### src/rtl/mips_pkg.sv
// Shared encodings for the multicycle MIPS core: instruction fields, FSM states
// and ALU operations, plus the small ALU/extension helpers used by the datapath.
package mips_pkg;

  localparam logic [5:0] OP_RTYPE = 6'h00;
  localparam logic [5:0] OP_J     = 6'h02;
  localparam logic [5:0] OP_JAL   = 6'h03;
  localparam logic [5:0] OP_BEQ   = 6'h04;
  localparam logic [5:0] OP_BNE   = 6'h05;
  localparam logic [5:0] OP_ADDI  = 6'h08;
  localparam logic [5:0] OP_ANDI  = 6'h0C;
  localparam logic [5:0] OP_ORI   = 6'h0D;
  localparam logic [5:0] OP_LUI   = 6'h0F;
  localparam logic [5:0] OP_LW    = 6'h23;
  localparam logic [5:0] OP_SW    = 6'h2B;

  localparam logic [5:0] FN_JR  = 6'h08;
  localparam logic [5:0] FN_ADD = 6'h20;
  localparam logic [5:0] FN_SUB = 6'h22;
  localparam logic [5:0] FN_AND = 6'h24;
  localparam logic [5:0] FN_OR  = 6'h25;
  localparam logic [5:0] FN_NOR = 6'h27;
  localparam logic [5:0] FN_SLT = 6'h2A;

  typedef enum logic [3:0] {
    FETCH    = 4'd0,
    DECODE   = 4'd1,
    EXEC     = 4'd2,
    MEM_ADDR = 4'd3,
    MEM_RD   = 4'd4,
    MEM_WR   = 4'd5,
    WB       = 4'd6,
    BRANCH   = 4'd7,
    JUMP     = 4'd8,
    TRAP     = 4'd9
  } state_t;

  typedef enum logic [2:0] {
    ALU_ADD, ALU_SUB, ALU_AND, ALU_OR, ALU_NOR, ALU_SLT, ALU_LUI
  } alu_op_t;

  function automatic logic [31:0] sext16(input logic [15:0] imm);
    return {{16{imm[15]}}, imm};
  endfunction

  function automatic logic [31:0] alu_eval(input alu_op_t op, input logic [31:0] a,
                                           input logic [31:0] b);
    logic [31:0] r;
    case (op)
      ALU_ADD: r = a + b;
      ALU_SUB: r = a - b;
      ALU_AND: r = a & b;
      ALU_OR:  r = a | b;
      ALU_NOR: r = ~(a | b);
      ALU_SLT: r = {31'd0, $signed(a) < $signed(b)};
      ALU_LUI: r = {b[15:0], 16'h0000};
      default: r = 32'h0;
    endcase
    return r;
  endfunction

endpackage

### src/rtl/mips_regfile.sv
// 32x32 register file: two asynchronous read ports, one synchronous write port.
// r0 is hard-wired to zero; r29 comes out of reset holding the initial stack pointer.
module mips_regfile
  import mips_pkg::*;
#(
  parameter logic [31:0] SP_INIT = 32'h7FFF_EFFC
) (
  input  logic        clk,
  input  logic        rst_n,
  input  logic [4:0]  raddr_a,
  input  logic [4:0]  raddr_b,
  output logic [31:0] rdata_a,
  output logic [31:0] rdata_b,
  input  logic        we,
  input  logic [4:0]  waddr,
  input  logic [31:0] wdata
);

  logic [31:0] regs_q [32];

  always_ff @(posedge clk or negedge rst_n) begin
    if (!rst_n) begin
      for (int i = 0; i < 32; i++) regs_q[i] <= (i == 29) ? SP_INIT : 32'h0;
    end else if (we && (waddr != 5'd0)) begin
      regs_q[waddr] <= wdata;
    end
  end

  // Reads see the pre-edge contents, so a same-cycle write returns the old value.
  assign rdata_a = (raddr_a == 5'd0) ? 32'h0 : regs_q[raddr_a];
  assign rdata_b = (raddr_b == 5'd0) ? 32'h0 : regs_q[raddr_b];

endmodule

### src/rtl/mips_multicycle_core.sv
// Multicycle MIPS subset core sharing one memory port between fetch and data.
// Every bus output is a flop computed from the next state, so outputs never glitch.
module mips_multicycle_core
  import mips_pkg::*;
#(
  parameter logic [31:0] RESET_PC   = 32'h0040_0000,
  parameter logic [31:0] SP_INIT    = 32'h7FFF_EFFC,
  parameter int          ADDR_WIDTH = 32
) (
  input  logic                  clk,
  input  logic                  reset,
  output logic                  mem_req_o,
  output logic                  mem_we_o,
  output logic [ADDR_WIDTH-1:0] mem_addr_o,
  output logic [31:0]           mem_wdata_o,
  input  logic [31:0]           mem_rdata_i,
  input  logic                  mem_ready_i,
  output logic [31:0]           pc_o,
  output logic [31:0]           alu_result_o,
  output logic                  trap_o,
  output logic [31:0]           retired_o,
  output logic [3:0]            state_o
);

  // Handshake: req/we/addr/wdata are held until ready is sampled high on a rising
  // edge while req is high; that edge completes the access. Ready with req low is ignored.
  state_t      state_q, state_d;
  logic [31:0] pc_q, pc_d, ir_q, ir_d, a_q, a_d, b_q, b_d;
  logic [31:0] aluout_q, aluout_d, mdr_q, mdr_d, addr_q, addr_d, wdata_q, wdata_d;
  logic [31:0] retired_q, retired_d;
  logic        req_q, req_d, we_q, we_d, trap_q, trap_d;

  logic [5:0]  opcode, funct;
  logic [4:0]  rs, rt, rd;
  logic [15:0] imm;
  logic [31:0] imm_sx, imm_zx, mem_ea, next_pc, alu_b;
  logic [31:0] rf_rdata_a, rf_rdata_b, rf_wdata;
  logic [4:0]  rf_waddr;
  logic        rf_we, xfer, go_fetch;
  alu_op_t     alu_op;

  assign opcode = ir_q[31:26];
  assign rs     = ir_q[25:21];
  assign rt     = ir_q[20:16];
  assign rd     = ir_q[15:11];
  assign funct  = ir_q[5:0];
  assign imm    = ir_q[15:0];
  assign imm_sx = sext16(imm);
  assign imm_zx = {16'h0000, imm};
  assign mem_ea = a_q + imm_sx;
  assign xfer   = req_q & mem_ready_i;

  mips_regfile #(.SP_INIT(SP_INIT)) u_regfile (
    .clk     (clk),
    .rst_n   (reset),
    .raddr_a (rs),
    .raddr_b (rt),
    .rdata_a (rf_rdata_a),
    .rdata_b (rf_rdata_b),
    .we      (rf_we),
    .waddr   (rf_waddr),
    .wdata   (rf_wdata)
  );

  always_comb begin
    alu_op = ALU_ADD;
    alu_b  = b_q;
    case (opcode)
      OP_RTYPE: begin
        case (funct)
          FN_SUB:  alu_op = ALU_SUB;
          FN_AND:  alu_op = ALU_AND;
          FN_OR:   alu_op = ALU_OR;
          FN_NOR:  alu_op = ALU_NOR;
          FN_SLT:  alu_op = ALU_SLT;
          default: alu_op = ALU_ADD;
        endcase
      end
      OP_ADDI: alu_b = imm_sx;
      OP_ANDI: begin alu_op = ALU_AND; alu_b = imm_zx; end
      OP_ORI:  begin alu_op = ALU_OR;  alu_b = imm_zx; end
      OP_LUI:  begin alu_op = ALU_LUI; alu_b = imm_zx; end
      default: ;
    endcase
  end

  always_comb begin
    state_d = state_q;   pc_d = pc_q;         ir_d = ir_q;
    a_d = a_q;           b_d = b_q;           aluout_d = aluout_q;
    mdr_d = mdr_q;       req_d = req_q;       we_d = we_q;
    addr_d = addr_q;     wdata_d = wdata_q;   retired_d = retired_q;
    rf_we = 1'b0;        rf_waddr = rt;       rf_wdata = aluout_q;
    go_fetch = 1'b0;     next_pc = pc_q;

    case (state_q)
      FETCH: begin
        if (xfer) begin
          ir_d    = mem_rdata_i;
          pc_d    = pc_q + 32'd4;
          req_d   = 1'b0;
          state_d = DECODE;
        end else begin
          req_d = 1'b1;   // first cycle after reset raises the request here
        end
      end
      DECODE: begin
        a_d      = rf_rdata_a;
        b_d      = rf_rdata_b;
        aluout_d = pc_q + {imm_sx[29:0], 2'b00};
        case (opcode)
          OP_RTYPE: begin
            case (funct)
              FN_ADD, FN_SUB, FN_AND, FN_OR, FN_NOR, FN_SLT: state_d = EXEC;
              FN_JR:   state_d = JUMP;
              default: state_d = TRAP;
            endcase
          end
          OP_ADDI, OP_ANDI, OP_ORI, OP_LUI: state_d = EXEC;
          OP_LW, OP_SW:                     state_d = MEM_ADDR;
          OP_BEQ, OP_BNE:                   state_d = BRANCH;
          OP_J, OP_JAL:                     state_d = JUMP;
          default:                          state_d = TRAP;
        endcase
      end
      EXEC: begin
        aluout_d = alu_eval(alu_op, a_q, alu_b);
        state_d  = WB;
      end
      MEM_ADDR: begin
        aluout_d = mem_ea;
        if (mem_ea[1:0] != 2'b00) begin
          state_d = TRAP;
        end else begin
          state_d = (opcode == OP_LW) ? MEM_RD : MEM_WR;
          req_d   = 1'b1;
          we_d    = (opcode == OP_SW);
          addr_d  = mem_ea;
          wdata_d = b_q;
        end
      end
      MEM_RD: begin
        if (xfer) begin
          mdr_d   = mem_rdata_i;
          req_d   = 1'b0;
          state_d = WB;
        end
      end
      MEM_WR: begin
        go_fetch = xfer;
      end
      WB: begin
        rf_we = 1'b1;
        if (opcode == OP_RTYPE) rf_waddr = rd;
        if (opcode == OP_LW) rf_wdata = mdr_q;
        go_fetch = 1'b1;
      end
      BRANCH: begin
        if ((opcode == OP_BEQ) == (a_q == b_q)) next_pc = aluout_q;
        go_fetch = 1'b1;
      end
      JUMP: begin
        if (opcode == OP_RTYPE) next_pc = a_q;
        else next_pc = {pc_q[31:28], ir_q[25:0], 2'b00};
        if (opcode == OP_JAL) begin
          rf_we    = 1'b1;
          rf_waddr = 5'd31;
          rf_wdata = pc_q;
        end
        go_fetch = 1'b1;
      end
      TRAP: ;
      default: state_d = TRAP;
    endcase

    // Every retiring path funnels through here so the fetch setup lives in one place.
    if (go_fetch) begin
      pc_d      = next_pc;
      state_d   = FETCH;
      req_d     = 1'b1;
      we_d      = 1'b0;
      addr_d    = next_pc;
      retired_d = retired_q + 32'd1;
    end
    trap_d = (state_d == TRAP);
    if (trap_d) req_d = 1'b0;
  end

  always_ff @(posedge clk or negedge reset) begin
    if (!reset) begin
      state_q   <= FETCH;
      pc_q      <= RESET_PC;
      ir_q      <= 32'h0;
      a_q       <= 32'h0;
      b_q       <= 32'h0;
      aluout_q  <= 32'h0;
      mdr_q     <= 32'h0;
      req_q     <= 1'b0;
      we_q      <= 1'b0;
      addr_q    <= RESET_PC;
      wdata_q   <= 32'h0;
      trap_q    <= 1'b0;
      retired_q <= 32'h0;
    end else begin
      state_q   <= state_d;
      pc_q      <= pc_d;
      ir_q      <= ir_d;
      a_q       <= a_d;
      b_q       <= b_d;
      aluout_q  <= aluout_d;
      mdr_q     <= mdr_d;
      req_q     <= req_d;
      we_q      <= we_d;
      addr_q    <= addr_d;
      wdata_q   <= wdata_d;
      trap_q    <= trap_d;
      retired_q <= retired_d;
    end
  end

  assign mem_req_o    = req_q;
  assign mem_we_o     = we_q;
  assign mem_addr_o   = addr_q[ADDR_WIDTH-1:0];
  assign mem_wdata_o  = wdata_q;
  assign pc_o         = pc_q;
  assign alu_result_o = aluout_q;
  assign trap_o       = trap_q;
  assign retired_o    = retired_q;
  assign state_o      = state_q;

endmodule

### config.mk
export PLATFORM = sky130hd
export DESIGN_NAME = mips_multicycle_core
export DESIGN_NICKNAME = d
export VERILOG_FILES = /design/src/rtl/mips_pkg.sv /design/src/rtl/mips_regfile.sv /design/src/rtl/mips_multicycle_core.sv
export SDC_FILE = /design/constraint.sdc
export NUM_CORES = 2
export LEC_CHECK = 0
export BUFFER_PORTS_ARGS = -buffer_cell sky130_fd_sc_hd__buf_2
export CELL_PAD_IN_SITES_DETAIL_PLACEMENT = 1
export CELL_PAD_IN_SITES_GLOBAL_PLACEMENT = 1
export CORE_MARGIN = 3
export CORE_UTILIZATION = 45
export DETAILED_ROUTE_END_ITERATION = 12
export HOLD_SLACK_MARGIN = 0.03
export PLACE_DENSITY = 0.85
export RECOVER_POWER = 50
export SETUP_SLACK_MARGIN = 0.15
export SYNTH_ARGS = -nofsm -noshare
export SYNTH_HDL_FRONTEND = slang
export SYNTH_SLANG_ARGS = --single-unit
### constraint.sdc
create_clock -name clk -period 5.1 [get_ports clk]
set_clock_uncertainty 0.1 [all_clocks]
set_input_delay 0.51 -clock clk [delete_from_list [all_inputs] [get_ports clk]]
set_output_delay 0.51 -clock clk [all_outputs]
set_load 0.03 [all_outputs]
==> results.toml <==
[sta]
slew_viol_final = 403
timing.final.crit_share_pct = 93.0
max-slew-margin-rel_pct = -70.8
hold_ws_ps = 304
hold_violations = 0
fin_crit_ps = 4740
tightest_slew_ps = 2560
finalSetupTns_ps = 0
finalSetupViolCount = 0
rsz0062_at_grt = "yes"
timing.fmax_ghz = 0.211

[worst_hold_path]
worst_hold_path_type = "flip-flop to flip-flop"
min_to = "u_regfile.regs_q[1023]$_DFFE_PN0P_"
hold_depth = 0
hold_start = "u_regfile.regs_q[1023]$_DFFE_PN0P_"

[synthesis]
postSynth.asyncResetShare_pct = 100
synthMuxAreaShare_pct = 17.7
synth_cell_types = 86
synth-simple-area-share_pct = 10.3
syn_area_per_cell_um2 = 9.94
synthAdderAreaFrac_pct = 2.82
ys.flop_type = "dfrtp_1"
ys_seq_area_share_pct = 44.4
synth_nets = 7688
synthesis.area_um2 = 74400
synth_cells = 7488
synth-seq-cells = 1319
synth-compound-area-share_pct = 18.8
ys_warn_count = 0
synth_top_family_by_area = "compound AO/OA/AOI/OAI gates"
synth_edf_count = 0
synth-xor-area-share_pct = 1.73

[routing]
first_pass_iters = 9
ant_nets = 0
wl_per_cell_um = 33.7
drt-initial-drc-count = 8345
routed_wl_mm = 329
route.detailed.drc = 0
dr_total_vias = 68500
avgViaCountPerCell = 7.03

[critical_path]
path_delay_family = "compound AO/OA/AOI/OAI gates"
worstPathRequired_ps = 5700
endpoint_kind = "flip-flop"
r2r_end = "alu_result_o[29]$_DFFE_PN0P_"
crit_chain = "nor2b_1 -> a21oi_1 -> nand3_4 -> buf_4 -> mux2_2 -> inv_1 -> ha_1 -> inv_1 -> o31ai_2 -> nand3_1 -> a21boi_1 -> nor2_1 -> nor4_2 -> a2111oi_0 -> buf_4 -> nor4b_1 -> a2111oi_0 -> a31oi_1"
worstSetupPathDepth = 18
r2r_start = "ir_q[27]$_DFFE_PN0P_"
worst_r2r_path_depth = 18
worstPathBufferInverterCount = 4
worstSetupStartpointType = "flip-flop"
cpPeakStageDelay_ps = 390
worstPathArrival_ps = 5340
crit_fanout = 19
r2r_slack_ps = 360
cp_slowest_cell = "ha_1"
worst-setup-path-type = "flip-flop to flip-flop"

[cts]
post_cts.repair.setup_buffers = 0
numCtsBuffers = 144
h-tree-depth = 4
cts_root_buf = "clkbuf_16"
cts.sinks = 1319
cts_tree = "built"
clkTransAtPathRegs_ps = 60
clock_path_buffers = 3
clock_latency_ps = 830

[pwr]
vdd_drop_max_mv = 0.683
p_per_area_nw_per_um2 = 611
p_leak_nw = 36.1

[grt]
grt_antenna_before_repair = 15
grt_pass1_vias = 72500
grt_usage_pct = 38.2
grt_pass1_wl_mm = 485
grt_max_degree = 157
overflow = 0

[status]
violations = "capacitance limit, slew limit"
status = "complete, but fails checks"

[run]
cap_viol_max_count = 3

[floorplan]
core_area_um2 = 164000
initial_core_util_pct = 45.5
die-area_um2 = 170000
pin_count = 202
die_x_um = 413
rows = 148
die_y_um = 413

[layout]
final_cell_mix = "dfrtp_1, nand2_1, o21ai_0"
fillers = 17800
final_layout_size_suffix_gt1_share_pct = 17.0
regArea_um2 = 33100
final_common_cell = "dfrtp_1"
finalNetCount = 7648
synthToLayoutAreaGrowth_pct = 12.4
multi_input_area_um2 = 38600

[placed_design]
gp_congestion = 1.04
io_buffers = 201
dp_hpwl_mm = 211
cell usage after synthesis (all sizes together), types with 22 or more instances:
| master | instances | area share [%] |
|---|---|---|
| a211oi | 47 | 0.47 |
| a21o | 48 | 0.48 |
| a21oi | 725 | 4.9 |
| a221oi | 72 | 0.85 |
| a222oi | 29 | 0.39 |
| a22o | 36 | 0.42 |
| a22oi | 22 | 0.22 |
| a31oi | 37 | 0.31 |
| buf | 136 | 0.81 |
| clkbuf | 552 | 2.8 |
| dfrtp | 1289 | 43 |
| dfstp | 30 | 1.1 |
| ha | 161 | 2.7 |
| inv | 126 | 0.64 |
| mux2 | 174 | 2.6 |
| mux2i | 311 | 4.2 |
| mux4 | 359 | 11 |
| nand2 | 958 | 4.8 |
| nand2b | 35 | 0.29 |
| nand3 | 64 | 0.43 |
| nand4 | 27 | 0.23 |
| nor2 | 530 | 2.7 |
| nor2b | 24 | 0.20 |
| nor3 | 76 | 0.57 |
| nor4 | 24 | 0.24 |
| o211ai | 47 | 0.47 |
| o21a | 23 | 0.23 |
| o21ai | 927 | 6.2 |
| o221ai | 92 | 1.1 |
| o22ai | 131 | 1.1 |
| xnor2 | 88 | 1.0 |
| xor2 | 59 | 0.69 |
power breakdown:
group | total, W | internal, W | switching, W
Sequential | 0.0148 | 0.0120 | 0.00275
Clock | 0.0110 | 0.00621 | 0.00477
Combinational | 0.0253 | 0.00829 | 0.0171
worst max-delay path by stage:
stage | endpoint | from | slack (ps)
finish | alu_result_o[29]$_DFFE_PN0P_ | ir_q[27]$_DFFE_PN0P_ | 360
global route | alu_result_o[29]$_DFFE_PN0P_ | ir_q[27]$_DFFE_PN0P_ | 70
CTS | alu_result_o[29]$_DFFE_PN0P_ | ir_q[27]$_DFFE_PN0P_ | 190
detailed placement | alu_result_o[29]$_DFFE_PN0P_ | ir_q[27]$_DFFE_PN0P_ | -50
global placement | alu_result_o[29]$_DFFE_PN0P_ | ir_q[27]$_DFFE_PN0P_ | -50
floorplan | alu_result_o[27]$_DFFE_PN0P_ | ir_q[26]$_DFFE_PN0P_ | 460
per-stage QoR:
step / std cells / instance area (µm²) / total power [W] / utilization [%] / setup slack (ps)
final: 9744 / 83600 / 0.0511 / 51.1 / 355
after global routing: 9741 / 83600 / 0.0528 / 51.1 / 70.0
after CTS: 9739 / 83800 / 0.0501 / 51.2 / 190
after detailed placement: 9443 / 78600 / 0.0390 / 48.0 / -53.2
after global placement: 9443 / 78600 / 0.0383 / 48.0 / -47.2
after floorplan: 7488 / 74400 / 0.0289 / - / 462
state kept, by name (all words and copies together) (netlist names):
signal            flops
ir_q                 32
a_q                  32
alu_result_o         32
retired_o            32
mem_wdata_o          32
mem_addr_o           32
mem_req_o             1
u_regfile.regs_q   1024
trap_o                1
mdr_q                32
state_o               4
b_q                  32
pc_o                 32
mem_we_o              1
kinds of logic after synthesis:
group,after synthesis
fa+ha+maj,165
mux,844
xor+xnor,147
simple gates,1820
compound gates,2378
buf+inv,815
flops,1319
worst reg2reg max path, stage by stage, from the launching register on:
cell and delay (ps):
dfrtp_1 380, nor2b_1 150, a21oi_1 260, nand3_4 290, buf_4 340, mux2_2 290, inv_1 70, ha_1 390
inv_1 150, o31ai_2 350, nand3_1 120, a21boi_1 310, nor2_1 170, nor4_2 300, a2111oi_0 110, buf_4 170
nor4b_1 150, a2111oi_0 390, a31oi_1 150
routing by layer:
| layer | GRT usage (%) | wire [µm] | share of wire (%) |
|---|---|---|---|
| met2 | 58.5 | 147000 | 45 |
| met1 | 46.8 | 119000 | 36 |
| met4 | 27.1 | 27300 | 8.3 |
| met3 | 10.4 | 35300 | 11 |
| met5 | 0.0862 | 86 | 0.026 |
cell type report:
type                            count  area share, %
Multi-Input combinational cell   5354           46.2
Sequential cell                  1319           39.6
Clock buffer                      216           5.07
Timing Repair Buffer              502           4.58
Tap cell                         2175           3.25
Clock inverter                     46          0.751
Inverter                          127          0.570
Antenna cell                        5         0.0150
timing repair:
action                                 4_1_cts  5_1_grt
resized for setup                            2       12
endpoints found under the hold margin      173        0
hold buffers                                34        0
setup endpoints to repair                    2        8
No activity file was read; power rests on OpenSTA's default activity.
